--- src/rtl/poly_eval_driver.sv ---
// Operand sequencer for the polynomial evaluator: sweeps x over num_points values,
// strobes A, B, C, x on go/data_out for each point and buffers the returned results.
module poly_eval_driver #(
  parameter int HOLD_CYCLES = 2,
  parameter int GAP_CYCLES  = 2,
  parameter int RESULT_WAIT = 8
) (
  input  logic       clk,
  input  logic       resetn,
  input  logic       start,
  input  logic [7:0] coef_a,
  input  logic [7:0] coef_b,
  input  logic [7:0] coef_c,
  input  logic [7:0] x_start,
  input  logic [3:0] num_points,
  output logic       go,
  output logic [7:0] data_out,
  input  logic [7:0] data_result,
  input  logic [3:0] rd_addr,
  output logic [7:0] rd_data,
  output logic [3:0] point_count,
  output logic       busy,
  output logic       done
);

  typedef enum logic [2:0] {
    S_IDLE, S_LAUNCH, S_DRIVE, S_GAP, S_WAIT, S_CAPTURE, S_DONE
  } state_t;

  localparam logic [7:0] HOLD_LAST = 8'(HOLD_CYCLES - 1);
  localparam logic [7:0] GAP_LAST  = 8'(GAP_CYCLES - 1);
  localparam logic [7:0] WAIT_LAST = 8'(RESULT_WAIT - 1);

  state_t     state, state_nxt;
  logic [7:0] cnt;
  logic [1:0] idx;
  logic [3:0] pt_idx;
  logic [7:0] a_r, b_r, c_r, x_cur;
  logic [3:0] n_r;
  logic [7:0] operand;
  logic       more_pts;
  logic [7:0] mem [16];

  assign more_pts = ({1'b0, pt_idx} + 5'd1) < {1'b0, n_r};

  always_comb begin
    operand = a_r;
    case (idx)
      2'd0:    operand = a_r;
      2'd1:    operand = b_r;
      2'd2:    operand = c_r;
      default: operand = x_cur;
    endcase
  end

  always_comb begin
    state_nxt = state;
    case (state)
      S_IDLE:    if (start) state_nxt = S_LAUNCH;
      S_LAUNCH:  state_nxt = (n_r == 4'd0) ? S_DONE : S_DRIVE;
      S_DRIVE:   if (cnt == HOLD_LAST) state_nxt = S_GAP;
      S_GAP:     if (cnt == GAP_LAST) state_nxt = (idx == 2'd3) ? S_WAIT : S_DRIVE;
      S_WAIT:    if (cnt == WAIT_LAST) state_nxt = S_CAPTURE;
      S_CAPTURE: state_nxt = more_pts ? S_DRIVE : S_DONE;
      S_DONE:    state_nxt = S_IDLE;
      default:   state_nxt = S_IDLE;
    endcase
  end

  always_comb begin
    go       = (state == S_DRIVE);
    busy     = (state != S_IDLE);
    done     = (state == S_DONE);
    data_out = 8'd0;
    case (state)
      S_DRIVE, S_GAP:   data_out = operand;
      S_WAIT, S_CAPTURE: data_out = x_cur;
      default:          data_out = 8'd0;
    endcase
  end

  // Control: state, dwell counter, operand/point indices
  always_ff @(posedge clk) begin
    if (!resetn) begin
      state       <= S_IDLE;
      cnt         <= 8'd0;
      idx         <= 2'd0;
      pt_idx      <= 4'd0;
      point_count <= 4'd0;
    end else begin
      state <= state_nxt;
      cnt   <= (state_nxt == state) ? cnt + 8'd1 : 8'd0;
      case (state)
        S_IDLE: if (start) point_count <= 4'd0;
        S_LAUNCH: begin
          idx    <= 2'd0;
          pt_idx <= 4'd0;
        end
        S_GAP: if (state_nxt == S_DRIVE) idx <= idx + 2'd1;
        S_CAPTURE: begin
          point_count <= point_count + 4'd1;
          if (more_pts) begin
            pt_idx <= pt_idx + 4'd1;
            idx    <= 2'd0;
          end
        end
        default: ;
      endcase
    end
  end

  // Operand latches; x_cur wraps naturally at 8 bits
  always_ff @(posedge clk) begin
    if (state == S_IDLE && start) begin
      a_r   <= coef_a;
      b_r   <= coef_b;
      c_r   <= coef_c;
      n_r   <= num_points;
      x_cur <= x_start;
    end else if (state == S_CAPTURE && more_pts) begin
      x_cur <= x_cur + 8'd1;
    end
  end

  // Result buffer survives reset; a capture coinciding with reset is dropped
  always_ff @(posedge clk) begin
    if (resetn && state == S_CAPTURE) mem[pt_idx] <= data_result;
  end

  always_ff @(posedge clk) begin
    if (!resetn) rd_data <= 8'd0;
    else         rd_data <= mem[rd_addr];
  end

endmodule

--- config.mk ---
export PLATFORM = sky130hd
export DESIGN_NAME = poly_eval_driver
export DESIGN_NICKNAME = d
export VERILOG_FILES = /design/src/rtl/poly_eval_driver.sv
export SDC_FILE = /design/constraint.sdc
export NUM_CORES = 1
export LEC_CHECK = 0
export BUFFER_PORTS_ARGS = -buffer_cell sky130_fd_sc_hd__buf_2
export CORE_UTILIZATION = 50
export CTS_BUF_LIST = sky130_fd_sc_hd__clkbuf_2
export CTS_CLUSTER_DIAMETER = 80
export DETAILED_ROUTE_END_ITERATION = 6
export HOLD_SLACK_MARGIN = 0.06
export PLACE_DENSITY = 0.71
export SYNTH_ARGS = -nofsm -noshare
export SYNTH_HDL_FRONTEND = slang
export SYNTH_SLANG_ARGS = --single-unit
export TNS_END_PERCENT = 100
--- constraint.sdc ---
create_clock -name clk -period 3 [get_ports clk]
set_clock_uncertainty 0.1 [all_clocks]
set_input_delay 0.6 -clock clk [delete_from_list [all_inputs] [get_ports clk]]
set_output_delay 0.6 -clock clk [all_outputs]
set_load 0.02 [all_outputs]
## Word-level counts from Yosys, hierarchy flattened

Memory sizes are Yosys's and may differ from the RTL's. A register that Yosys moved wholly into a read port is not among the register bits.
Index checks and enable logic that the tools add are counted.

- Flip-flop bits (word level): 57
- Latch bits: 0
- Memory bits (writable): 128
- Bits in read-only memories: 0
- Bits of input ports: 51
- Output and inout bits: 23
- Word-level logic and storage cells: 73
- Memories kept: 1

- Add/sub/neg operators: 6
- Multipliers: 0
- Divide/modulo/power cells: 0
- Magnitude comparators: 1
- Equality and inequality tests: 16
- Shift-type cells: 0
- Mux-type cells: 21
- Bitwise operators: 0
- Reductions and logical operators: 18

Memory list:

| memory | words | bits a word | rd ports | clocked after Yosys merged registers in | wr ports | line | text |
|---|---|---|---|---|---|---|---|
| mem | 16 | 8 | 1 | 1 | 1 | 42 | `logic [7:0] mem [16];` |

Operators by type and width:

| operator | number |
|---|---|
| $pmux W8 S3 | 1 |
| $mux W3 | 7 |
| $pmux W3 S6 | 1 |
| $add A8 B1 Y8 const B | 2 |
| $mux W8 | 2 |
| $pmux W4 S2 | 2 |
| $pmux W8 S2 | 1 |
| $eq A3 B2 Y1 const B | 3 |
| $eq A3 B3 Y1 const B | 3 |
| $add A4 B1 Y4 const B | 2 |
| $eq A8 B1 Y1 const B | 1 |
| $eq A8 B3 Y1 const B | 1 |
| $mux W4 | 2 |
| $ne A2 B2 Y1 const B | 3 |
| $pmux W2 S3 | 1 |
| $reduce_and A2 Y1 | 3 |
| $reduce_bool A2 Y1 | 3 |
| $reduce_bool A3 Y1 | 2 |
| $add A4 B1 Y5 const B | 1 |
| $lt A5 B4 Y1 | 1 |
| $eq A2 B2 Y1 const B | 2 |
| $logic_not A4 Y1 | 1 |
| $mux W2 | 2 |
| $reduce_or A2 Y1 | 2 |
| other kinds (10) | 13 |

## Logic depth before layout (Yosys ltp)

- Word-level depth: 7
- Gate-level depth with buffers: 8
- Depth with buffers taken out: 8

## Least setup slack after synthesis

No wires, ideal clock.

- Path kind: register to register
- Start: reg pt_idx[0]
- End: reg x_cur[0], enable pin
- Library setup time: 384 ps
- Arrival: 2,425 ps
- Data required time: 2,516 ps
- Slack: 91 ps
- Stages on the path, launching flop included: 8
- Path buffers: 0
- Clock period less this slack: 2,909 ps
- Path through: dfxtp_1 > inv_1 > ha_1 > ha_1 > a21boi_0 > o31ai_1 > nand2_1 > o21ai_0

- Longest elaborated chain between the ends: 4

RTL lines:

| item | line | text |
|---|---|---|
| start: declaration | 37 | `logic [3:0] pt_idx;` |
| start signal: assignment | 103 | `pt_idx <= pt_idx + 4'd1;` |
| $add A4 B1 Y5 | 44 | `assign more_pts = ({1'b0, pt_idx} + 5'd1) < {1'b0, n_r};` |
| $lt A5 B4 Y1 | 44 |  |
| $logic_and A1 B1 Y1 | 120 | `end else if (state == S_CAPTURE && more_pts) begin` |
| $reduce_bool A2 Y1 (no source line) | - |  |
| end signal: assignment | 119 | `x_cur <= x_start;` |
| end signal: assignment | 121 | `x_cur <= x_cur + 8'd1;` |
| end: declaration | 38 | `logic [7:0] a_r, b_r, c_r, x_cur;` |

No other way between the ends.
A chain may end at the register's enable or synchronous reset.

## Final worst setup path

- Start: reg idx[0]
- End: out data_out[4]

- Longest elaborated chain between the ends: 3
- Elaborated cells between the ends (all ways): 5
- Those cells by class: eq/ne (2); mux (2); reduce/logical (1)

RTL lines:

| item | line | text |
|---|---|---|
| start: declaration | 36 | `logic [1:0] idx;` |
| start signal: assignment | 99 | `S_GAP: if (state_nxt == S_DRIVE) idx <= idx + 2'd1;` |
| $eq A2 B2 Y1, or another cell as far along | 48 | `case (idx)` |
| $pmux W8 S3 (*) | 48 |  |
| $pmux W8 S2 (*) | 75 | `case (state)` |
| end: declaration | 17 | `output logic [7:0] data_out,` |

Mark *: on every way between the ends. The rest lies on a longest branch, timed or not.

==> impl_metrics.tcl <==
set metrics [dict create \
    seq_power_share_pct 61.8 \
    cp_num_cells 7 \
    die-area_um2 16500 \
    antenna_left 0 \
    seqCellArea_um2 5510 \
    fin_tns_setup_ns -0.0000606 \
    viasPerCell 5.39 \
    synth_ff_type "edfxtp_1" \
    wl_um 15100 \
    rr_endpoint "pt_idx[2]$_SDFFE_PN0P_" \
    clock_sinks 193 \
    crit_end "data_out[4]" \
    violations "setup timing" \
    overflow 0 \
    required_ns 2.30 \
    wl_per_cell_um 17.9 \
    path_common_cell "o21ai_1" \
    power_mw 4.92 \
    io_pins 74 \
    cts_root_buffer "clkbuf_2" \
    hpwlAfterDp_um 10200 \
    p_switching_mw 1.17 \
    num_rows 45 \
    clock_path_buffers 2 \
    slew_viol_final 0 \
    startpoint "idx[0]$_SDFFE_PN0P_" \
    powerDensity_nw_per_um2 515 \
    syn_inst 481 \
    synth-seq-area-share_pct 68.7 \
    crit_path_end_kind "output port" \
    max_stage_delay_ns 0.43 \
    wl_met2_um 7910 \
    dr_total_vias 4560 \
    n_fill_cell 1177 \
    r2r_setup_slack_ns 0.28 \
    wl_met1_um 6340 \
    setup_slack_ns -0.0000606 \
    drt_first_iter_violations 370 \
    fp.coreArea_um2 15400 \
    critPathBufInv 2 \
    synth_edf_count 164 \
    multi_input_area_um2 2370 \
    fmax_mhz 333 \
    timing.final.crit_share_pct 100 \
    path_delay_family "compound AO/OA/AOI/OAI gates" \
    insertion_delay_ns 0.72 \
    critPathKind "flip-flop to output port" \
    rsz0062_at_grt "true" \
    outcome "complete, but fails checks" \
    grt_pass1_vias 4849 \
    clockPowerShare_pct 26.8 \
    slowest_stage "a222oi_1" \
    tritoncts "done" \
    die_h_um 129 \
    layout.nets 687 \
    peakVddDrop_mv 0.321 \
    top_layer_used "met4" \
    drc 0 \
    grt_first_pass_wirelength_um 24600 \
    critPathLaunchType "flip-flop" \
    synth_seq_cells 193 \
    start_util_pct 51.9 \
    firstDrtPassIters 4 \
    crit_chain "buf_6, ha_4, a222oi_1, nand2_1, o21ai_1, o21ai_1, buf_4" \
    mostFrequentLayoutCell "edfxtp_1" \
    ctsHtreeMaxLevel 4 \
    place_congestion 0.867 \
    ys_types 54 \
    layout_common_cells "164 x edfxtp_1, 65 x buf_2, 44 x dlygate4sd3_1" \
    critPathMaxFanout 8 \
    clk_pin_slew_ns 0.23 \
    grt_start_max_net_pins 38 \
    max_cap_viol_count 0 \
    p_int_mw 3.74 \
    syn_area_per_cell_um2 16.7 \
    drive_above_1_share_pct 32.0 \
    syn-cell-area_um2 8010 \
    synth_nets 547 \
    synth-warning-count 0 \
    fin_crit_ns 3.00 \
    r2r_start "pt_idx[0]$_SDFFE_PN0P_" \
    port_buffers 73 \
    track_usage_pct 20.0 \
    hold_class "input port to flip-flop" \
    antenna_found_initial 1 \
    switching_share_pct 23.9 \
    setup_viol 1 \
    p_leak_nw 3.41 \
    die_width_um 129 \
    max_slew.worst_pin.slew_ns 0.538 \
    reg2reg_depth 9 \
    crit_arrival_ns 2.30 \
    cts_buffers 17 \
    slew_headroom_pct 64.0 \
    area_growth_pct 19.2 \
    hold_violations 0 \
    routed-wl-met3_um 680 \
    postSynth.asyncResetShare_pct 0 \
    p_comb_share_pct 11.4 \
]
## logic make-up (layout without fill, tap and decap cells)
family                     count (synthesis)  count (layout)  share of synthesized area (%)
DFF                                      193             193                           68.7
and+or+nand+nor                          124             124                           8.07
AOI/OAI and AO/OA                         57              57                           5.67
muxes                                     40              40                           11.2
buffers and inverters                     37             190                           2.34
adders and majority gates                 15              15                           2.34
xor gates and xnor gates                  15              15                           1.64
other                                      0               1                              0
## area by class of cell
cell class                 instances  share of cell area [%]
sequential                       193                    57.7
multi-input combinational        251                    24.8
timing repair buffer             146                    11.5
tap                              211                    2.76
clock inverter                    13                    1.66
clock buffer                      19                   0.996
inverter                          12                   0.511
antenna                            1                  0.0262
## metrics by stage
stage	utilization [%]	cell area, um^2	hold slack (ns)	std cells	setup slack (ns)
finish	61.9	9550	0.146	846	-0.0000606
global route	61.9	9550	0.0830	846	-0.186
CTS	61.8	9530	0.0822	845	-0.0695
floorplan	-	8010	0.400	481	0.0907
detailed placement	56.5	8720	0.381	766	0.313
global placement	56.5	8720	0.360	766	0.443
## per-layer routing
| layer | GRT usage [%] | up-vias |
|---|---|---|
| met1 | 24.0 | 2249 |
| li1 | - | 2177 |
| met4 | 6.71 | 0 |
| met5 | 0 | - |
| met3 | 4.53 | 14 |
| met2 | 35.6 | 120 |
## Yosys cell counts, drive strengths merged (11+ instances only)
cell,instances,area share (%)
edfxtp,164,61
mux4,40,11
dfxtp,29,7.2
nand2,25,1.2
nor2,20,1.0
nand3,18,1.1
nor3,18,1.1
ha,15,2.3
clkbuf,14,0.91
a21oi,12,0.89
buf,11,0.87
nand2b,11,0.86
## sequential cells by signal (all words and copies together), names as in the netlist
register	count
a_r	8
pt_idx	4
n_r	4
point_count	4
b_r	8
state	3
cnt	8
mem	128
c_r	8
x_cur	8
idx	2
rd_data	8
## power by group through the flow
| stage | Sequential [mW] | Combinational [mW] | Clock [mW] |
|---|---|---|---|
| floorplan | 3.09 | 0.311 | 0 |
| global placement | 3.09 | 0.450 | 0 |
| detailed placement | 3.10 | 0.463 | 0 |
| CTS | 3.04 | 0.557 | 1.35 |
| global route | 3.05 | 0.612 | 1.45 |
| finish | 3.04 | 0.559 | 1.32 |
## worst min path at each step
stage | startpoint | end | slack (ns) | cells after the start
6_report | resetn | pt_idx[0]$_SDFFE_PN0P_ | 0.15 | 2
5_1_grt | resetn | rd_data[3]$_SDFF_PN0_ | 0.08 | 2
4_1_cts | resetn | pt_idx[0]$_SDFFE_PN0P_ | 0.08 | 2
3_5_place_dp | point_count[3]$_SDFFE_PN0P_ | point_count[3]$_SDFFE_PN0P_ | 0.38 | 2
3_3_place_gp | point_count[3]$_SDFFE_PN0P_ | point_count[3]$_SDFFE_PN0P_ | 0.36 | 2
2_1_floorplan | cnt[0]$_SDFF_PN0_ | cnt[0]$_SDFF_PN0_ | 0.40 | 1
## repair_timing
action                                  CTS  global route
hold buffers                             44             0
setup buffers                             3             0
pin swaps                                25             9
endpoints found under the setup margin    8             8
hold endpoints to repair                116             0
gates resized for setup                  31             8
(Power assumes the default switching activity.)
